File: src/rtl/cpu_pkg.sv
// Shared encodings for the multicycle CPU main control: states, opcodes,
// ALU/mux selects and the packed control word.
package cpu_pkg;

    localparam logic [3:0] S_IDLE   = 4'd0;
    localparam logic [3:0] S_FETCH  = 4'd1;
    localparam logic [3:0] S_DECODE = 4'd2;
    localparam logic [3:0] S_MEMADR = 4'd3;
    localparam logic [3:0] S_MEMRD  = 4'd4;
    localparam logic [3:0] S_MEMWB  = 4'd5;
    localparam logic [3:0] S_MEMWR  = 4'd6;
    localparam logic [3:0] S_EXEC_R = 4'd7;
    localparam logic [3:0] S_RWB    = 4'd8;
    localparam logic [3:0] S_BRANCH = 4'd9;
    localparam logic [3:0] S_JUMP   = 4'd10;
    localparam logic [3:0] S_EXEC_I = 4'd11;
    localparam logic [3:0] S_IWB    = 4'd12;
    localparam logic [3:0] S_HALT   = 4'd13;

    localparam logic [3:0] OP_RTYPE = 4'b0000;
    localparam logic [3:0] OP_LW    = 4'b0001;
    localparam logic [3:0] OP_SLL   = 4'b0010;
    localparam logic [3:0] OP_SW    = 4'b0011;
    localparam logic [3:0] OP_BEQ   = 4'b0100;
    localparam logic [3:0] OP_J     = 4'b0101;
    localparam logic [3:0] OP_SRA   = 4'b0110;
    localparam logic [3:0] OP_ADDI  = 4'b1001;
    localparam logic [3:0] OP_SUBI  = 4'b1010;
    localparam logic [3:0] OP_SLTI  = 4'b1011;
    localparam logic [3:0] OP_HALT  = 4'b1111;

    localparam logic [1:0] ALUOP_ADD   = 2'b00;
    localparam logic [1:0] ALUOP_SUB   = 2'b01;
    localparam logic [1:0] ALUOP_RTYPE = 2'b10;
    localparam logic [1:0] ALUOP_ITYPE = 2'b11;

    localparam logic [1:0] SRCB_B     = 2'b00;
    localparam logic [1:0] SRCB_IMM   = 2'b10;
    localparam logic [1:0] SRCB_BROFF = 2'b11;

    localparam logic [1:0] PCSRC_ALU    = 2'b00;
    localparam logic [1:0] PCSRC_ALUOUT = 2'b01;
    localparam logic [1:0] PCSRC_JUMP   = 2'b10;

    typedef struct packed {
        logic       pc_write;
        logic       pc_write_cond;
        logic       iord;
        logic       mem_read;
        logic       mem_write;
        logic       ir_write;
        logic       mem_to_reg;
        logic       reg_dst;
        logic       reg_write;
        logic       alu_src_a;
        logic [1:0] alu_src_b;
        logic [1:0] alu_op;
        logic [1:0] pc_source;
        logic       halted;
    } ctrl_t;

endpackage

File: src/rtl/multicycle_control_unit_if.sv
// Control/status bundle between the main control FSM (master) and the datapath (slave).
interface multicycle_control_unit_if #(parameter int CNT_W = 16);
    logic             opcode_unused_guard;
    logic [3:0]       opcode;
    logic             zero;
    logic             mem_ready;
    logic             PCWrite;
    logic             PCWriteCond;
    logic             IorD;
    logic             MemRead;
    logic             MemWrite;
    logic             IRWrite;
    logic             MemtoReg;
    logic             RegDst;
    logic             RegWrite;
    logic             ALUSrcA;
    logic [1:0]       ALUSrcB;
    logic [1:0]       ALUOp;
    logic [1:0]       PCSource;
    logic [3:0]       state_o;
    logic             illegal_op;
    logic             halted;
    logic [CNT_W-1:0] instr_count;

    assign opcode_unused_guard = 1'b0;

    modport master (
        input  opcode, zero, mem_ready,
        output PCWrite, PCWriteCond, IorD, MemRead, MemWrite, IRWrite,
               MemtoReg, RegDst, RegWrite, ALUSrcA, ALUSrcB, ALUOp,
               PCSource, state_o, illegal_op, halted, instr_count
    );

    modport slave (
        output opcode, zero, mem_ready,
        input  PCWrite, PCWriteCond, IorD, MemRead, MemWrite, IRWrite,
               MemtoReg, RegDst, RegWrite, ALUSrcA, ALUSrcB, ALUOp,
               PCSource, state_o, illegal_op, halted, instr_count
    );
endinterface

File: src/rtl/control_output_decoder.sv
// Moore output decode: state (plus mem_ready for the fetch strobes) -> control word.
module control_output_decoder
    import cpu_pkg::*;
#(
    parameter logic [1:0] PC_INC = 2'b01
) (
    input  logic [3:0] state,
    input  logic       mem_ready,
    output ctrl_t      ctrl
);

    always_comb begin
        ctrl = '0;
        case (state)
            S_FETCH: begin
                ctrl.mem_read  = 1'b1;
                ctrl.alu_src_b = PC_INC;
                ctrl.alu_op    = ALUOP_ADD;
                ctrl.pc_source = PCSRC_ALU;
                // IR and PC only advance on the cycle the read completes
                ctrl.ir_write  = mem_ready;
                ctrl.pc_write  = mem_ready;
            end
            S_DECODE: begin
                ctrl.alu_src_b = SRCB_BROFF;
                ctrl.alu_op    = ALUOP_ADD;
            end
            S_MEMADR: begin
                ctrl.alu_src_a = 1'b1;
                ctrl.alu_src_b = SRCB_IMM;
                ctrl.alu_op    = ALUOP_ADD;
            end
            S_MEMRD: begin
                ctrl.mem_read = 1'b1;
                ctrl.iord     = 1'b1;
            end
            S_MEMWB: begin
                ctrl.reg_write  = 1'b1;
                ctrl.mem_to_reg = 1'b1;
            end
            S_MEMWR: begin
                ctrl.mem_write = 1'b1;
                ctrl.iord      = 1'b1;
            end
            S_EXEC_R: begin
                ctrl.alu_src_a = 1'b1;
                ctrl.alu_src_b = SRCB_B;
                ctrl.alu_op    = ALUOP_RTYPE;
            end
            S_RWB: begin
                ctrl.reg_write = 1'b1;
                ctrl.reg_dst   = 1'b1;
            end
            S_EXEC_I: begin
                ctrl.alu_src_a = 1'b1;
                ctrl.alu_src_b = SRCB_IMM;
                ctrl.alu_op    = ALUOP_ITYPE;
            end
            S_IWB: ctrl.reg_write = 1'b1;
            S_BRANCH: begin
                ctrl.alu_src_a     = 1'b1;
                ctrl.alu_src_b     = SRCB_B;
                ctrl.alu_op        = ALUOP_SUB;
                ctrl.pc_write_cond = 1'b1;
                ctrl.pc_source     = PCSRC_ALUOUT;
            end
            S_JUMP: begin
                ctrl.pc_write  = 1'b1;
                ctrl.pc_source = PCSRC_JUMP;
            end
            S_HALT: ctrl.halted = 1'b1;
            default: ;
        endcase
    end

endmodule

File: src/rtl/multicycle_control_unit.sv
// Main control FSM of the 16-bit multicycle CPU: sequences fetch/decode/execute/
// memory/writeback, stalls on mem_ready and counts retired instructions.
module multicycle_control_unit
    import cpu_pkg::*;
#(
    parameter int         CNT_W  = 16,
    parameter logic [1:0] PC_INC = 2'b01
) (
    input  logic                     clk,
    input  logic                     reset,
    multicycle_control_unit_if.master bus
);

    logic [3:0]       state;
    logic [3:0]       next_state;
    logic             retire;
    logic             illegal;
    logic [CNT_W-1:0] count;
    ctrl_t            ctrl;
    logic             unused_zero;

    // zero only qualifies PCWriteCond inside the datapath
    assign unused_zero = bus.zero;

    always_comb begin
        next_state = state;
        retire     = 1'b0;
        illegal    = 1'b0;
        case (state)
            S_IDLE:   next_state = S_FETCH;
            S_FETCH:  if (bus.mem_ready) next_state = S_DECODE;
            S_DECODE: begin
                case (bus.opcode)
                    OP_RTYPE:                        next_state = S_EXEC_R;
                    OP_LW, OP_SW:                    next_state = S_MEMADR;
                    OP_BEQ:                          next_state = S_BRANCH;
                    OP_J:                            next_state = S_JUMP;
                    OP_SLL, OP_SRA, OP_ADDI,
                    OP_SUBI, OP_SLTI:                next_state = S_EXEC_I;
                    OP_HALT:                         next_state = S_HALT;
                    default: begin
                        next_state = S_FETCH;
                        illegal    = 1'b1;
                    end
                endcase
            end
            S_MEMADR: next_state = (bus.opcode == OP_SW) ? S_MEMWR : S_MEMRD;
            S_MEMRD:  if (bus.mem_ready) next_state = S_MEMWB;
            S_MEMWR: begin
                if (bus.mem_ready) begin
                    next_state = S_FETCH;
                    retire     = 1'b1;
                end
            end
            S_EXEC_R: next_state = S_RWB;
            S_EXEC_I: next_state = S_IWB;
            S_MEMWB, S_RWB, S_IWB, S_BRANCH, S_JUMP: begin
                next_state = S_FETCH;
                retire     = 1'b1;
            end
            S_HALT:   next_state = S_HALT;
            default:  next_state = S_IDLE;
        endcase
    end

    always_ff @(posedge clk or posedge reset) begin
        if (reset) begin
            state <= S_IDLE;
            count <= '0;
        end else begin
            state <= next_state;
            if (retire) count <= count + 1'b1;
        end
    end

    control_output_decoder #(.PC_INC(PC_INC)) u_dec (
        .state     (state),
        .mem_ready (bus.mem_ready),
        .ctrl      (ctrl)
    );

    assign bus.PCWrite     = ctrl.pc_write;
    assign bus.PCWriteCond = ctrl.pc_write_cond;
    assign bus.IorD        = ctrl.iord;
    assign bus.MemRead     = ctrl.mem_read;
    assign bus.MemWrite    = ctrl.mem_write;
    assign bus.IRWrite     = ctrl.ir_write;
    assign bus.MemtoReg    = ctrl.mem_to_reg;
    assign bus.RegDst      = ctrl.reg_dst;
    assign bus.RegWrite    = ctrl.reg_write;
    assign bus.ALUSrcA     = ctrl.alu_src_a;
    assign bus.ALUSrcB     = ctrl.alu_src_b;
    assign bus.ALUOp       = ctrl.alu_op;
    assign bus.PCSource    = ctrl.pc_source;
    assign bus.halted      = ctrl.halted;
    assign bus.state_o     = state;
    assign bus.illegal_op  = illegal;
    assign bus.instr_count = count;

endmodule

File: src/flat_wrapper.sv
// flat-port wrapper written by rule: the top's interface ports become plain ports
module multicycle_control_unit_flat import cpu_pkg::*;
#(
    parameter int         CNT_W  = 16,
    parameter logic [1:0] PC_INC = 2'b01
)
  (clk, reset, bus_opcode, bus_zero, bus_mem_ready, bus_PCWrite, bus_PCWriteCond, bus_IorD, bus_MemRead, bus_MemWrite, bus_IRWrite, bus_MemtoReg, bus_RegDst, bus_RegWrite, bus_ALUSrcA, bus_ALUSrcB, bus_ALUOp, bus_PCSource, bus_state_o, bus_illegal_op, bus_halted, bus_instr_count);
  multicycle_control_unit_if #(.CNT_W(CNT_W)) bus_i ();
  input  logic clk;
  input  logic reset;
  input wire logic [$bits(bus_i.opcode)-1:0] bus_opcode;
  input wire logic [$bits(bus_i.zero)-1:0] bus_zero;
  input wire logic [$bits(bus_i.mem_ready)-1:0] bus_mem_ready;
  output wire logic [$bits(bus_i.PCWrite)-1:0] bus_PCWrite;
  output wire logic [$bits(bus_i.PCWriteCond)-1:0] bus_PCWriteCond;
  output wire logic [$bits(bus_i.IorD)-1:0] bus_IorD;
  output wire logic [$bits(bus_i.MemRead)-1:0] bus_MemRead;
  output wire logic [$bits(bus_i.MemWrite)-1:0] bus_MemWrite;
  output wire logic [$bits(bus_i.IRWrite)-1:0] bus_IRWrite;
  output wire logic [$bits(bus_i.MemtoReg)-1:0] bus_MemtoReg;
  output wire logic [$bits(bus_i.RegDst)-1:0] bus_RegDst;
  output wire logic [$bits(bus_i.RegWrite)-1:0] bus_RegWrite;
  output wire logic [$bits(bus_i.ALUSrcA)-1:0] bus_ALUSrcA;
  output wire logic [$bits(bus_i.ALUSrcB)-1:0] bus_ALUSrcB;
  output wire logic [$bits(bus_i.ALUOp)-1:0] bus_ALUOp;
  output wire logic [$bits(bus_i.PCSource)-1:0] bus_PCSource;
  output wire logic [$bits(bus_i.state_o)-1:0] bus_state_o;
  output wire logic [$bits(bus_i.illegal_op)-1:0] bus_illegal_op;
  output wire logic [$bits(bus_i.halted)-1:0] bus_halted;
  output wire logic [$bits(bus_i.instr_count)-1:0] bus_instr_count;
  assign bus_i.opcode = bus_opcode;
  assign bus_i.zero = bus_zero;
  assign bus_i.mem_ready = bus_mem_ready;
  assign bus_PCWrite = bus_i.PCWrite;
  assign bus_PCWriteCond = bus_i.PCWriteCond;
  assign bus_IorD = bus_i.IorD;
  assign bus_MemRead = bus_i.MemRead;
  assign bus_MemWrite = bus_i.MemWrite;
  assign bus_IRWrite = bus_i.IRWrite;
  assign bus_MemtoReg = bus_i.MemtoReg;
  assign bus_RegDst = bus_i.RegDst;
  assign bus_RegWrite = bus_i.RegWrite;
  assign bus_ALUSrcA = bus_i.ALUSrcA;
  assign bus_ALUSrcB = bus_i.ALUSrcB;
  assign bus_ALUOp = bus_i.ALUOp;
  assign bus_PCSource = bus_i.PCSource;
  assign bus_state_o = bus_i.state_o;
  assign bus_illegal_op = bus_i.illegal_op;
  assign bus_halted = bus_i.halted;
  assign bus_instr_count = bus_i.instr_count;
  multicycle_control_unit #(.CNT_W(CNT_W), .PC_INC(PC_INC)) u_core (.clk(clk), .reset(reset), .bus(bus_i));
endmodule
File: config.mk
export PLATFORM = sky130hd
export DESIGN_NAME = multicycle_control_unit_flat
export DESIGN_NICKNAME = d
export VERILOG_FILES = /design/src/rtl/cpu_pkg.sv /design/src/rtl/multicycle_control_unit_if.sv /design/src/rtl/control_output_decoder.sv /design/src/rtl/multicycle_control_unit.sv /design/src/flat_wrapper.sv
export SDC_FILE = /design/constraint.sdc
export NUM_CORES = 1
export LEC_CHECK = 0
export ABC_AREA = 1
export ABC_CLOCK_PERIOD_IN_PS = 2000
export BUFFER_PORTS_ARGS = -buffer_cell sky130_fd_sc_hd__buf_2
export CORE_ASPECT_RATIO = 1.75
export CORE_MARGIN = 4
export CORE_UTILIZATION = 50
export CTS_BUF_LIST = sky130_fd_sc_hd__clkbuf_8 sky130_fd_sc_hd__clkbuf_16
export CTS_CLUSTER_DIAMETER = 60
export DETAILED_ROUTE_END_ITERATION = 16
export HOLD_SLACK_MARGIN = 0.08
export PLACE_DENSITY_LB_ADDON = 0.05
export SKIP_LAST_GASP = 1
export SLEW_MARGIN = 20
export SYNTH_ARGS = -nofsm -noshare
export SYNTH_HDL_FRONTEND = slang
export SYNTH_SLANG_ARGS = --single-unit
File: constraint.sdc
create_clock -name clk -period 2 [get_ports clk]
set_clock_uncertainty 0.15 [all_clocks]
set_input_delay 0 -clock clk [delete_from_list [all_inputs] [get_ports clk]]
set_output_delay 0 -clock clk [all_outputs]
set_load 0.05 [all_outputs]
==> impl_metrics.yaml, run 1 <==
logic_synthesis:
  synth_fa_ha_area_share_pct: 0.829
  synthCells: 240
  synth_xor_area_share_pct: 4.06
  synth_fp_nets: 249
  synth_area_um2: 1510
  synth_compound_area_share_pct: 5.64
  ys_seq_area_share_pct: 33.2
  muxShareOfSynthArea_pct: 0
  synthSimpleGateAreaFrac_pct: 47.6
  synth-seq-cells: 20
  ys.warnings.count: 0
  synth_cell_type_count: 22
  syn_avg_cell_area_um2: 6.29
  synth_top_family_by_area: "simple AND/OR/NAND/NOR gates"
finish:
  fillCellCount: 287
  drive_gt1_share_pct: 23.5
  final-seq-area_um2: 504
  multiInputGateArea_um2: 902
  syn2layout_area_growth_pct: 23.1
  diodes: 0
  design_area_um2: 1860
  fin_nets: 299
floorplanning:
  pin_count: 46
  row_count: 26
  dieArea_um2: 4000
  initial_core_util_pct: 52.1
  die_h_um: 80.7
  core_um2: 2900
  die_w_um: 49.5
sta:
  finalWorstSetupSlack_ns: 0.169
  tightest_slew_ns: 0.780
  rsz0062_at_grt: "no"
  clock.fmax_mhz: 546
  slew_headroom_pct: 47.9
  hold_violations: 0
  setup_viol: 0
  final-max-slew-violation-count: 0
  finalCritPeriodShare_pct: 91.5
  fin_crit_ns: 1.83
power_and_ir_drop:
  pwr_density_cell_nw_per_um2: 402
  leakage_nw: 1.05
  total_power_mw: 0.747
  peakVddDrop_uv: 321
clock_network:
  cts_hold_buffers: 2
  clock-root-buffer: "clkbuf_8"
  clock_path_buffers: 2
  cts_tree: "done"
  postCtsSetupBuffers: 0
  clock_latency_ns: 0.25
  path_clk_slew_ns: 0.07
  ctsResizeCount: 0
  cts_buffers: 3
  htreeDepth: 1
  cts.sinks: 20
global_route:
  grt_pass1_vias: 1610
  grt-ovfl-total: 0
  grt_start_max_net_pins: 21
  grtUsageTotal_pct: 20.8
  grt_pass1_wl_um: 6600
  antenna_found_initial: 0
outcome:
  outcome: "finished clean"
setup_path:
  start_kind: "flop"
  required_ns: 1.85
  endpoint_kind: "output port"
  cp_data_arrival_time_ns: 1.68
  r2r_setup_slack_ns: 0.29
  crit_type: "reg -> out"
  crit_path_max_fanout: 6
route:
  via_count: 1668
  drt_iter0_drc: 47
  ant_nets: 0
  drt-vias-per-instance: 5.26
  routedWlPerCell_um: 12.1
  routed_wl_um: 3840
  drc: 0
  dr.pass1.iters: 4
placement:
  post-place-ws_ns: 0.303
  io_buffer_count: 44
  place.gp.congestion: 0.847
  dpl.hpwl_um: 3000
  placed_area_um2: 1780
hold_path:
  hp-class: "in -> reg"
flow_run:
  maxCapViolCount: 0
## critical path, stage by stage (launching register included)
cell	delay (ns)
dfrtp_1	0.47
nor2_1	0.24
inv_1	0.06
nor2_1	0.12
inv_1	0.09
nor3b_2	0.16
buf_2	0.27
## layout make-up
type | count | area share, %
repair buffers | 49 | 14.2
well taps | 28 | 1.89
clock buffers | 4 | 2.96
inverters | 26 | 5.26
flip-flops and latches | 20 | 27.2
multi-input cells | 190 | 48.6
## routing by layer
metal / global-route usage, % / up-vias / wire, um / part of all wire (%)
met5: 0 / - / 0 / 0
met4: 9.70 / 0 / 87 / 2.3
met3: 1.67 / 6 / 158 / 4.1
met2: 42.3 / 45 / 2140 / 56
met1: 20.2 / 762 / 1450 / 38
li1: - / 855 / - / -
## final timing paths
kind,start,end,cells after the start
worst max-delay path,u_core.bus.state_o[2],bus_illegal_op,6
worst min-delay path,bus_opcode[0],u_core.bus.state_o[0],6
worst max register to register,u_core.bus.state_o[2],u_core.bus.instr_count[13],7
worst min register to register,u_core.bus.instr_count[1],u_core.bus.instr_count[1],2
max in group asynchronous,reset,u_core.bus.state_o[3],3
min in group asynchronous,reset,u_core.bus.instr_count[1],3
## power breakdown
part	leakage, nW	switching (mW)	internal, mW
Combinational	0.756	0.0238	0.0124
Sequential	0.262	0	0.404
Clock	0.0288	0.132	0.175
Total	1.05	0.156	0.591
## synth_stat cells (all sizes together)
| cell type | n | area [um2] |
|---|---|---|
| xnor2 | 4 | 35.0 |
| o21ai | 13 | 68.8 |
| nand4 | 4 | 25.0 |
| nand3 | 29 | 145 |
| buf | 4 | 33.8 |
| dfrtp | 20 | 500 |
| o22ai | 1 | 6.26 |
| a21oi | 2 | 10.0 |
| nand2 | 99 | 392 |
| nor2 | 32 | 141 |
| xor2 | 3 | 26.3 |
| nor3b | 1 | 7.51 |
| inv | 26 | 97.6 |
| ha | 1 | 12.5 |
| nand3b | 1 | 7.51 |
## through the flow
step	TNS (ns)	hold slack, ns	cells	util, %
2_1_floorplan	-0.310	-0.186	240	-
3_3_place_gp	0	0.0431	311	61.5
5_1_grt	0	0.106	317	64.1
4_1_cts	0	0.0820	317	64.1
6_report	0	0.0751	317	64.1
3_5_place_dp	0	0.0620	311	61.5
## placed cells by master (no fill, tap or decap), types with 3 or more instances in the layout
| master | instances |
|---|---|
| nand2_1 | 95 |
| buf_2 | 44 |
| nand3_1 | 29 |
| nor2_1 | 28 |
| inv_1 | 22 |
| dfrtp_1 | 17 |
| o21ai_0 | 11 |
| inv_2 | 4 |
| nand4_1 | 4 |
| xnor2_1 | 4 |
| clkbuf_8 | 4 |
| xor2_1 | 3 |
| buf_4 | 3 |
| dfrtp_2 | 3 |
## cell families after synthesis
| family | count (synthesis) |
|---|---|
| xor gates and xnor gates | 7 |
| buffers and inverters | 30 |
| adders and majority gates | 1 |
| AOI/OAI and AO/OA | 16 |
| and+or+nand+nor | 166 |
| DFF | 20 |
## flip-flops by register name, summed over array words and instances (netlist names)
signal and count:
u_core.bus.instr_count 16, u_core.bus.state_o 4
No activity file was read; power rests on OpenSTA's default activity.
==> run 2: changes to the inputs <==
PLACE_DENSITY_LB_ADDON = 0.25   (was 0.05)
==> run 2 against run 1 <==
Largest power group unchanged. Register-to-register slack lost 0.03 ns. Combinational power grew 2%. Total power shrank 4.2%. Largest cell class unchanged. Critical path type unchanged. Hold slack gained 0.0077 ns. First-iteration DRC count shrank 13%.
==> impl_metrics.yaml, run 2 (synthesis gave the netlist of run 1 again) <==
setup_path:
  endpoint_kind: "output port"
  slowest_stage: "dfrtp_2"
  start_kind: "flop"
  r2r_setup_slack_ns: 0.26
  worstPathCellList: "inv_2, nand2_1, nor2_1, inv_1, nor3b_2, buf_2"
  crit_type: "reg -> out"
  crit_path_max_fanout: 8
  required_ns: 1.85
  r2r-start: "u_core.bus.state_o[3]"
  startpoint: "u_core.bus.state_o[0]"
  slowest_delay_ns: 0.47
  cp_data_arrival_time_ns: 1.64
sta:
  setup_viol: 0
  finalWorstSetupSlack_ns: 0.205
  tightest_slew_ns: 0.811
  slew_headroom_pct: 45.9
  final-max-slew-violation-count: 0
  finalCritPeriodShare_pct: 89.7
  hold_violations: 0
  fin_crit_ns: 1.79
  rsz0062_at_grt: "no"
  clock.fmax_mhz: 557
power_and_ir_drop:
  leakage_nw: 1.04
  total_power_mw: 0.716
  pwr_density_cell_nw_per_um2: 389
  peakVddDrop_uv: 236
finish:
  fillCellCount: 283
  fin_nets: 298
  largest_reg_flops: 16
  syn2layout_area_growth_pct: 22.1
  drive_gt1_share_pct: 23.3
  final_common_cell: "nand2_1"
  mostFrequentLayoutCells: "95 x nand2_1, 44 x buf_2, 29 x nand3_1, 27 x nor2_1, 23 x inv_1"
  diodes: 0
floorplanning:
  die_h_um: 80.7
  die_w_um: 49.5
  pin_count: 46
  initial_core_util_pct: 52.1
  row_count: 26
  dieArea_um2: 4000
  core_um2: 2900
hold_path:
  hp-class: "in -> reg"
  min_from: "bus_opcode[0]"
global_route:
  antenna_found_initial: 0
  grtUsageTotal_pct: 21.4
  grt-ovfl-total: 0
  grt_pass1_vias: 1627
  grt_pass1_wl_um: 6800
  grt_start_max_net_pins: 21
route:
  drt_iter0_drc: 41
  routedWlPerCell_um: 12.7
  routed_wl_um: 4030
  drc: 0
  via_count: 1652
  ant_nets: 0
  drt-vias-per-instance: 5.23
  dr.pass1.iters: 4
clock_network:
  clock-root-buffer: "clkbuf_8"
  path_clk_slew_ns: 0.07
  htreeDepth: 1
  cts_buffers: 3
  cts_tree: "done"
  cts.sinks: 20
  clock_path_buffers: 2
  clock_latency_ns: 0.26
placement:
  io_buffer_count: 44
  place.gp.congestion: 0.821
  post-place-ws_ns: 0.283
  dpl.hpwl_um: 2940
outcome:
  outcome: "finished clean"
flow_run:
  maxCapViolCount: 0
run 2: cell count changes in the layout (fill, tap and decap cells not counted), sizes merged:
cell	before	now
buf	47	46
clkbuf	4	3
inv	26	27
run 2: routing by layer:
layer	vias up	track usage (%)	share of wire, %
met4	0	8.31	1.8
met1	740	22.0	38
met2	54	43.0	56
met5	-	0	0
met3	7	1.67	4.1
li1	851	-	-
run 2: cell type report:
class                   instances  area, um2  share of cell area, %
flip-flops and latches         20        504                   27.4
clock inverters                 1       3.75                  0.204
well taps                      28       35.0                   1.90
repair buffers                 48        255                   13.9
inverters                      26       97.6                   5.30
clock buffers                   3       41.3                   2.24
multi-input cells             190        905                   49.1
run 2: where the power goes:
part / internal, mW / switching, mW
registers: 0.404 / 0
clock network: 0.137 / 0.139
logic: 0.0124 / 0.0244
run 2: critical path: cells and delay by family, from the launching register on:
kind	cells	cell delay (ns)
buffers and inverters	3	0.47
AND/OR/NAND/NOR	3	0.44
flip-flops	1	0.47
run 2: worst paths after layout:
| path | endpoint | depth (start not counted) |
|---|---|---|
| setup reg to reg | u_core.bus.instr_count[9] | 9 |
| hold / removal | u_core.bus.state_o[0] | 6 |
| max in group asynchronous | u_core.bus.state_o[0] | 3 |
| hold reg to reg | u_core.bus.instr_count[1] | 2 |
| min in group asynchronous | u_core.bus.instr_count[10] | 3 |
| setup / recovery | bus_illegal_op | 6 |
run 2: through the flow:
step	hold slack, ns	cells	utilization, %	TNS, ns	area, um2
2_1_floorplan	-0.186	240	-	-0.310	1540
3_3_place_gp	0.0443	310	61.3	0	1770
3_5_place_dp	0.0560	310	61.3	0	1770
4_1_cts	0.0931	316	63.5	0	1840
5_1_grt	0.144	316	63.6	0	1840
6_report	0.0827	316	63.6	0	1840
run 2: what timing repair did:
| action | CTS | global route |
|---|---|---|
| endpoints found under the hold margin | 23 | 0 |
| endpoints found under the setup margin | 0 | 1 |
| hold buffers | 2 | 0 |
| gates resized for setup | 0 | 1 |
| setup buffers | 0 | 0 |
